### src/rtl/seq_param_multiplier.sv
// Sequential shift-add multiplier with valid/ready handshakes.
// Handles one bit of |b| per clock and applies the sign to the final product.
module seq_param_multiplier #(
    parameter int WIDTH = 8
) (
    input  logic                 clk,
    input  logic                 rst,
    input  logic                 in_valid,
    output logic                 in_ready,
    input  logic [WIDTH-1:0]     a,
    input  logic [WIDTH-1:0]     b,
    input  logic                 signed_mode,
    output logic                 out_valid,
    input  logic                 out_ready,
    output logic [2*WIDTH-1:0]   product,
    output logic                 busy
);

    localparam int PW = 2 * WIDTH;
    localparam int CW = $clog2(WIDTH);
    localparam logic [CW-1:0] LAST = CW'(WIDTH - 1);

    localparam logic [1:0] S_IDLE = 2'd0;
    localparam logic [1:0] S_RUN  = 2'd1;
    localparam logic [1:0] S_DONE = 2'd2;

    logic [1:0]       state_q, state_d;
    logic [CW-1:0]    cnt_q, cnt_d;
    logic [PW-1:0]    acc_q, acc_d;
    logic [PW-1:0]    prod_q, prod_d;
    logic [WIDTH-1:0] mag_a_q, mag_a_d;
    logic [WIDTH-1:0] mag_b_q, mag_b_d;
    logic             neg_q, neg_d;

    logic             a_neg, b_neg;
    logic [PW-1:0]    part, acc_sum;

    always_comb begin
        a_neg   = signed_mode & a[WIDTH-1];
        b_neg   = signed_mode & b[WIDTH-1];
        part    = PW'(mag_a_q) << cnt_q;
        acc_sum = mag_b_q[cnt_q] ? (acc_q + part) : acc_q;

        state_d = state_q;
        cnt_d   = cnt_q;
        acc_d   = acc_q;
        prod_d  = prod_q;
        mag_a_d = mag_a_q;
        mag_b_d = mag_b_q;
        neg_d   = neg_q;

        unique case (state_q)
            S_IDLE: begin
                if (in_valid) begin
                    // -2^(W-1) maps to 2^(W-1), which still fits in W unsigned bits
                    mag_a_d = a_neg ? (~a + WIDTH'(1)) : a;
                    mag_b_d = b_neg ? (~b + WIDTH'(1)) : b;
                    neg_d   = a_neg ^ b_neg;
                    acc_d   = '0;
                    cnt_d   = '0;
                    state_d = S_RUN;
                end
            end
            S_RUN: begin
                acc_d = acc_sum;
                cnt_d = cnt_q + CW'(1);
                if (cnt_q == LAST) begin
                    prod_d  = neg_q ? (~acc_sum + PW'(1)) : acc_sum;
                    state_d = S_DONE;
                end
            end
            S_DONE: begin
                if (out_ready) begin
                    state_d = S_IDLE;
                end
            end
            default: begin
                state_d = S_IDLE;
            end
        endcase
    end

    always_ff @(posedge clk or posedge rst) begin
        if (rst) begin
            state_q <= S_IDLE;
            cnt_q   <= '0;
            acc_q   <= '0;
            prod_q  <= '0;
            mag_a_q <= '0;
            mag_b_q <= '0;
            neg_q   <= 1'b0;
        end else begin
            state_q <= state_d;
            cnt_q   <= cnt_d;
            acc_q   <= acc_d;
            prod_q  <= prod_d;
            mag_a_q <= mag_a_d;
            mag_b_q <= mag_b_d;
            neg_q   <= neg_d;
        end
    end

    assign in_ready  = (state_q == S_IDLE) && !rst;
    assign out_valid = (state_q == S_DONE);
    assign busy      = (state_q != S_IDLE);
    assign product   = prod_q;

endmodule

### config.mk
export PLATFORM = sky130hd
export DESIGN_NAME = seq_param_multiplier
export DESIGN_NICKNAME = d
export VERILOG_FILES = /design/src/rtl/seq_param_multiplier.sv
export SDC_FILE = /design/constraint.sdc
export NUM_CORES = 1
export LEC_CHECK = 0
export ABC_CLOCK_PERIOD_IN_PS = 5200
export CORE_MARGIN = 2
export CORE_UTILIZATION = 27
export DETAILED_ROUTE_END_ITERATION = 8
export DONT_BUFFER_PORTS = 1
export PLACE_DENSITY = 0.44
export RECOVER_POWER = 25
export SETUP_SLACK_MARGIN = 0.02
export SYNTH_ARGS = -nofsm -noshare
export SYNTH_HDL_FRONTEND = slang
export SYNTH_SLANG_ARGS = --single-unit
### constraint.sdc
create_clock -name clk -period 5.2 [get_ports clk]
set_input_delay 0.52 -clock clk [delete_from_list [all_inputs] [get_ports clk]]
set_output_delay 0.52 -clock clk [all_outputs]
set_load 0.01 [all_outputs]
==> results of run 1 <==
[placed cells by master (no fill, tap or decap), drive strengths merged, types with 2 or more instances in the layout]
cell type  instances
o211a              2
o211ai             2
a21o               6
mux2               9
or3                7
nor3b              2
ha                20
a41oi              2
nand2b             6
clkinv             3
nor2              23
xor2              11
nand4              3
clkbuf             6
a21bo              2
and2               5
o21a               2
o2111ai            3
or2                2
and3               3
a21boi             2
nor3               7
inv               12
nor4               3
mux2i             18
o21ai             57
a21oi             15
buf                4
o22ai              4
mux4               2
xnor2             21
a31oi              5
nand2             68
dfrtp             54
nand3             26
o31ai              7
[critical path: cells and delay by family (launching register included)]
kind | cells | cell delay, ns
AOI/OAI and AO/OA | 7 | 1.71
adders and majority gates | 1 | 0.39
xor gates and xnor gates | 1 | 0.13
muxes | 1 | 0.40
and+or+nand+nor | 3 | 0.85
DFF | 1 | 0.68
[worst paths after layout]
kind,startpoint,to,slack [ns]
setup / recovery,cnt_q[0],product[15],0.88
hold / removal,b[7],mag_b_q[7],0.34
setup reg to reg,cnt_q[0],product[15],0.88
hold reg to reg,mag_b_q[4],mag_b_q[4],0.49
max in group asynchronous,rst,mag_a_q[3],2.28
min in group asynchronous,rst,state_q[1],1.25
[cell type report]
class	count	area [um2]	share of cell area (%)
tap	180	225.2	5.314
timing repair buffer	5	33.78	0.7972
multi-input combinational	361	2410	56.86
inverter	13	48.80	1.151
clock buffer	5	125.1	2.952
sequential	54	1351	31.89
clock inverter	3	43.79	1.033
[per-layer routing]
metal / part of all wire [%] / wire length, um / up-vias / GRT usage (%)
met5: 0 / 0 / - / 0
met4: 1.2 / 123 / 0 / 3.511
met3: 4.4 / 433 / 10 / 2.793
met2: 46 / 4582 / 56 / 22.95
met1: 48 / 4772 / 1502 / 19.14
li1: - / - / 1595 / -
[stage by stage]
step                      power (W)  utilization (%)  area, um2  instances  worst slack [ns]
after floorplan            0.002479                -       3896        450             1.137
after global placement     0.003000            29.11       4073        613            0.9831
after detailed placement   0.003021            29.11       4073        613            0.8400
after CTS                  0.003435            30.32       4242        621            0.8479
after global routing       0.003727            30.30       4238        621            0.5207
final                      0.003386            30.30       4238        621            0.8765
[kinds of logic after synthesis]
| kind of cell | synth area share, % |
|---|---|
| simple gates | 19.17 |
| xor+xnor | 7.193 |
| compound gates | 20.17 |
| flops | 34.68 |
| mux | 8.381 |
| buf+inv | 3.468 |
| fa+ha+maj | 6.936 |
[power groups by stage]
stage          Clock (W)  Sequential (W)  Combinational [W]
2_1_floorplan          0        0.000741            0.00174
3_3_place_gp           0        0.000844            0.00216
3_5_place_dp           0        0.000849            0.00217
4_1_cts         0.000412        0.000841            0.00218
5_1_grt         0.000430        0.000871            0.00243
6_report        0.000400        0.000833            0.00215
[sequential cells by signal, indices dropped and copies added, names as in the netlist]
signal / count
mag_b_q: 8
acc_q: 16
product: 16
cnt_q: 3
mag_a_q: 8
state_q: 2
neg_q: 1
==> out/qor.txt, run 1 <==
Layout Nets = 482
Io pins = 40
Critical Path AT = 4.48 ns
Largest net degree at the start of global routing = 55
Layout cells sized above 1 = 8.163%
Setup bufs post-CTS = 0
GRT overflow = 0
Failing checks = capacitance limit, slew limit
Initial Util = 27.85%
Clock skew = 0.005777 ns
Hold Buf Count CTS = 0
Switching part of the total = 49.98%
Register area share after synthesis = 34.68%
# setup viols final = 0
Vias in the first global route = 3,231
Slew HR = -98.98%
Synth cell types = 59
Register share of total power = 24.6%
CP max FO = 14
Fmax achieved = 231.3 MHz
Final antenna diode count = 0
Total Routing Usage GR = 14.10%
Leakage = 1.852 nW
CP Launch Type = register
Syn Area/Cell = 8.658 um2
Drt wl/cell = 15.96 um
Clk pwr share = 11.8%
Critical-path top delay cell = dfrtp_1
Area contributors post-synth = dfrtp_1 (35%), nand2_1 (6.6%), ha_1 (6.4%), o21ai_0 (6.4%), xnor2_1 (4.7%)
Clock slew at reported path FFs = 0.08 ns
Initial DRC Count = 111
CTS sink cnt = 54
Worst path cell trace = mux2_2, o21ai_0, o22ai_1, ha_1, and3_1, a221oi_2, xnor2_1, or3_1, o41a_1, nor4_4, a31oi_2, a2111oi_0, o31ai_1
H-tree levels = 2
Syn Inst Count = 450
Clk root buf = clkbuf_16
Worst-Skew Late Latency = 0.30 ns
Async set-reset flop share out of synthesis = 100.0%
IO Port Bufs = 0
Router iterations before antenna repair = 4
Dpl hpwl = 7596 um
Status = complete, but fails checks
Clock Path Buffers = 2
Yosys top cell by area = dfrtp_1
Yosys Warn Count = 0
Reg2Reg Depth = 13
Synth top area share = 34.68%
Measured slew at the worst slew-check pin = 2.985 ns
Flops & latches, synth = 54
Crit path time final = 4.323 ns
Peak supply drop = 0.0002239 V
Critical path endpoint category = register
Slew Viols, Final = 55
Setup TNS = 0 ns
Via count = 3,163
Die Span Y = 124.1 um
Most common library cells after synthesis = nand2_1 (68), dfrtp_1 (54), o21ai_0 (50)
Post-route ant nets = 0
Filler cells = 1,523
Worst Hold Depth = 2
Post-synth EDFFs = 0
CP max stage delay = 0.68 ns
Worst min-delay path class = input port to register
Initial antenna violation count = 0
Internal power = 0.001694 W
Psw = 0.001692 W
WL final = 9911 um
Post-synth top flop = dfrtp_1
Comb power frac = 63.6%
Die Wd = 124.1 um
Min Hold Slack = 0.3416 ns
Row Count = 43
Max-cap viol count = 1
Area Growth Syn to Fin = 8.767%
Critical Path RT = 5.36 ns
Count leader, synth = nand2_1
P per Cell Area = 799.1 nW/um2
Number of gates resized after cts = 0
Final hold vios = 0
Fin crit share = 83.14%
Die footprint = 15,410 um2
Crit Path Category = register to register
CTS tree = done
Num CTS Buffers = 5
Residual DRC = 0
RSZ-0062 raised after global routing = no
Core footprint = 13,990 um2
Syn nets = 492
Routed vias/inst = 5.093
Cell Area, Synth = 3896 um2
Global placement routability congestion = 0.8287
First-pass GRT wire length = 16,770 um
Power figures use the tool's default switching activity.
==> inputs of run 2 (changes only) <==
- ABC_CLOCK_PERIOD_IN_PS: 5200 -> 3780
- PLACE_DENSITY: 0.44 -> 0.46
- clock period: 5.2 -> 3.78 ns (I/O delays scaled with it)
==> out/qor.txt, run 2 (synthesized netlist as in run 1, its figures left out) <==
Status = complete, no violations
CTS tree = done
IO Port Bufs = 0
Filler cells = 1,487
Die Span Y = 124.1 um
Hold Buf Count CTS = 0
CP Launch Type = register
Largest net degree at the start of global routing = 34
Io pins = 40
First-pass GRT wire length = 16,020 um
Setup TNS = 0 ns
Slew HR = 4.224%
Global placement routability congestion = 0.8204
Via count = 3,252
Drt wl/cell = 15.15 um
Dpl hpwl = 7575 um
Slew Viols, Final = 0
Initial DRC Count = 147
Clock Path Buffers = 2
RSZ-0062 raised after global routing = yes
Final hold vios = 0
Crit Path Category = register to register
Layout Nets = 515
Worst-Skew Late Latency = 0.30 ns
Fin crit share = 98.74%
Final antenna diode count = 0
Post-route ant nets = 0
Max-cap viol count = 0
Router iterations before antenna repair = 5
CP max FO = 7
Area of the multi-input gates = 2504 um2
Critical Path AT = 3.94 ns
Row Count = 43
Critical-path top delay cell = dfrtp_2
Worst min-delay path class = input port to register
Clock skew = 0.008415 ns
Min Hold Slack = 0.1767 ns
CP max stage delay = 0.47 ns
Core footprint = 13,990 um2
Cell mode on critical path = mux2_4
Measured slew at the worst slew-check pin = 1.437 ns
Initial antenna violation count = 0
Routed vias/inst = 4.972
Die footprint = 15,410 um2
Crit path time final = 3.732 ns
Die Wd = 124.1 um
Clock slew at reported path FFs = 0.07 ns
Fmax achieved = 267.9 MHz
Clk root buf = clkbuf_16
Initial Util = 27.85%
Most common cell after layout, fill and taps aside = nand2_1
H-tree levels = 2
Vias in the first global route = 3,239
Critical path endpoint category = register
Most frequent cells in the layout = nand2_1 (68), dfrtp_1 (52), o21ai_0 (46)
CTS sink cnt = 54
Layout cells sized above 1 = 17.51%
Area Growth Syn to Fin = 17.05%
# setup viols final = 0
Num CTS Buffers = 5
Worst path cell trace = mux2_4, mux2i_4, o22ai_2, ha_1, a21o_1, a221o_2, a311oi_2, xnor2_1, mux2_4, nor4_4, a31oi_2, o211a_1, o31ai_2
Residual DRC = 0
Total Routing Usage GR = 13.36%
Sequential Area = 1354 um2
WL final = 9907 um
GRT overflow = 0
Placed cells = 636
Final std cells w/o fill = 654
Critical Path RT = 3.99 ns
-- run 2: final cells by class --
type,instances,area share [%]
Clock buffer,7,3.128
Multi-Input combinational cell,361,54.90
Inverter,13,1.070
Timing Repair Buffer,38,6.173
Tap cell,180,4.938
Sequential cell,54,29.68
Clock inverter,1,0.1097
-- run 2: repair_timing --
| action | 4_1_cts | 5_1_grt |
|---|---|---|
| pin swaps | 7 | 14 |
| resized for setup | 0 | 20 |
| endpoints found under the setup margin | 1 | 7 |
| buffers inserted | 6 | 4 |
-- run 2: stage by stage --
stage | util (%) | setup slack, ns | area (um2)
after floorplan | - | 0.01286 | 3923
after global routing | 32.60 | -0.1420 | 4561
after global placement | 30.46 | 0.05183 | 4260
after detailed placement | 30.46 | -0.03002 | 4260
final | 32.60 | 0.04765 | 4561
after CTS | 31.83 | -0.006720 | 4453
-- run 2: final timing paths --
| kind | startpoint | endpoint | slack (ns) | depth (start not counted) |
|---|---|---|---|---|
| max in group asynchronous | rst | acc_q[8] | 1.65 | 2 |
| worst min register to register | mag_b_q[0] | mag_b_q[0] | 0.48 | 2 |
| min in group asynchronous | rst | state_q[0] | 0.24 | 1 |
| worst max register to register | cnt_q[0] | product[15] | 0.05 | 13 |
| worst max-delay path | cnt_q[0] | product[15] | 0.05 | 13 |
| worst min-delay path | out_ready | state_q[1] | 0.18 | 1 |
-- run 2: metal layers --
metal	global-route usage [%]	share of wire (%)	vias up
li1	-	-	1673
met1	19.16	50	1507
met2	21.21	44	67
met3	2.381	5.2	5
met4	2.317	0.67	0
met5	0	0	-
-- run 2: worst max-delay path: cells and delay by family, from the launching register on --
family | cells | cell delay, ns
xor+xnor | 1 | 0.14
mux | 3 | 0.80
simple gates | 1 | 0.31
fa+ha+maj | 1 | 0.33
compound gates | 7 | 1.60
flops | 1 | 0.47
Power of run 2 is left out: the tool's default activity adds up to more than one toggle a clock period on the data nets, which glitch-free logic cannot reach.
==> inputs of run 3 (changes only) <==
- CAP_MARGIN: default -> 20
- CORE_UTILIZATION: 27 -> 58
- PLACE_DENSITY: 0.46 -> 0.8
- SLEW_MARGIN: default -> 20
==> out/qor.txt, run 3 (synthesized netlist as in run 1, its figures left out) <==
Clock slew at reported path FFs = 0.10 ns
Critical-path top delay cell = dfrtp_2
Worst path cell trace = buf_6, mux2_4, mux2i_4, o22ai_2, ha_1, a21o_1, a221o_2, a311oi_2, xnor2_1, mux2_4, nor4_4, a31oi_4, buf_4, xor2_1, o21ai_1
Status = complete, but fails checks
Via count = 3,353
Met3 Track Usage GR = 5.005%
Die Wd = 85.96 um
RSZ-0062 raised after global routing = yes
Fin crit share = 101.4%
R2R Setup Slk = -0.05 ns
Io pins = 40
Filler cells = 501
Drt wl/cell = 17.29 um
Layout Nets = 504
Slew HR = 34.27%
Dpl hpwl = 6955 um
Max-cap viol count = 0
GRT overflow = 0
Final std cells w/o fill = 540
Cell mode on critical path = mux2_4
Failing checks = setup timing
Initial Util = 60.67%
Num CTS Buffers = 5
Layout cells sized above 1 = 16.85%
# setup viols final = 2
CTS tree = done
Clk root buf = clkbuf_8
Largest net degree at the start of global routing = 34
Router iterations before antenna repair = 5
CP max FO = 5
GR peak layer = met2
Initial antenna violation count = 0
IO Port Bufs = 0
Worst-Skew Late Latency = 0.31 ns
GRT met2 Usage = 48.48%
Die Span Y = 85.96 um
Most common cell after layout, fill and taps aside = nand2_1
Critical Path RT = 3.95 ns
Routed vias/inst = 6.209
WL final = 9335 um
CTS sink cnt = 54
Clock skew = 0.007359 ns
Post-layout util = 68.19%
Die footprint = 7389 um2
Setup slack after layout = -0.05375 ns
Row Count = 29
First-pass GRT wire length = 15,480 um
Post-route ant nets = 0
Worst min-delay path class = input port to register
Vias in the first global route = 3,360
Met1 GRT Util = 30.17%
Initial DRC Count = 213
CP max stage delay = 0.42 ns
Critical path endpoint category = register
Global placement routability congestion = 0.9340
Crit path time final = 3.834 ns
CP Launch Type = register
Area Growth Syn to Fin = 12.40%
Most frequent cells in the layout = nand2_1 (68), dfrtp_1 (52), o21ai_0 (46)
Final antenna diode count = 0
Slew Viols, Final = 0
Placed cells = 525
Total Routing Usage GR = 26.26%
H-tree levels = 2
Core footprint = 6422 um2
Fmax achieved = 260.8 MHz
Clock Path Buffers = 2
Critical Path AT = 4.00 ns
Measured slew at the worst slew-check pin = 0.9848 ns
Crit Path Category = register to register
Residual DRC = 0
Final hold vios = 0
run 3: path summary, 6_finish.rpt:
path / start / to / cells after the start
max in group asynchronous: rst / acc_q[14] / 3
min: out_ready / state_q[1] / 1
min in group asynchronous: rst / acc_q[0] / 2
min reg2reg: mag_b_q[7] / mag_b_q[7] / 2
max reg2reg: cnt_q[0] / product[13] / 15
max: cnt_q[0] / product[13] / 15
run 3: critical path, delay by kind of cell, from the launching register on:
kind                     cells  cell delay (ns)
buffers and inverters        2             0.30
adder cells (fa/ha/maj)      1             0.33
flip-flops                   1             0.42
XOR/XNOR                     2             0.28
AO/OA/AOI/OAI                6             1.24
multiplexers                 3             0.78
AND/OR/NAND/NOR              1             0.33
run 3: stage by stage:
stage	hold slack (ns)	setup WS, ns	cell area (um2)	setup TNS [ns]
floorplan	0.4407	0.01286	3923	0
global placement	0.3297	0.09943	4071	0
detailed placement	0.3339	-0.05988	4071	-0.05988
CTS	0.1735	-0.02065	4304	-0.02065
global route	0.1869	-0.1994	4379	-0.6463
finish	0.1702	-0.05375	4379	-0.07864
run 3: final cells by class:
type | count | area [um2] | share of cell area, %
inverters | 13 | 48.80 | 1.114
clock inverters | 2 | 38.79 | 0.8857
flip-flops and latches | 54 | 1354 | 30.91
clock buffers | 6 | 82.58 | 1.886
well taps | 77 | 96.34 | 2.200
repair buffers | 27 | 209.0 | 4.771
multi-input cells | 361 | 2550 | 58.23
run 3: timing repair:
action | 4_1_cts | 5_1_grt
hold buffers | 1 | 0
pin swaps | 6 | 10
endpoints found under the setup margin | 3 | 7
buffers inserted | 4 | 2
endpoints found under the hold margin | 25 | 0
gates resized for setup | 14 | 16
run 3: per-layer routing:
layer	vias up	routed length (um)
met1	1589	3742
met3	23	484
li1	1640	-
met5	-	0
met2	101	4860
met4	0	247
Power of run 3 is left out for the same reason.
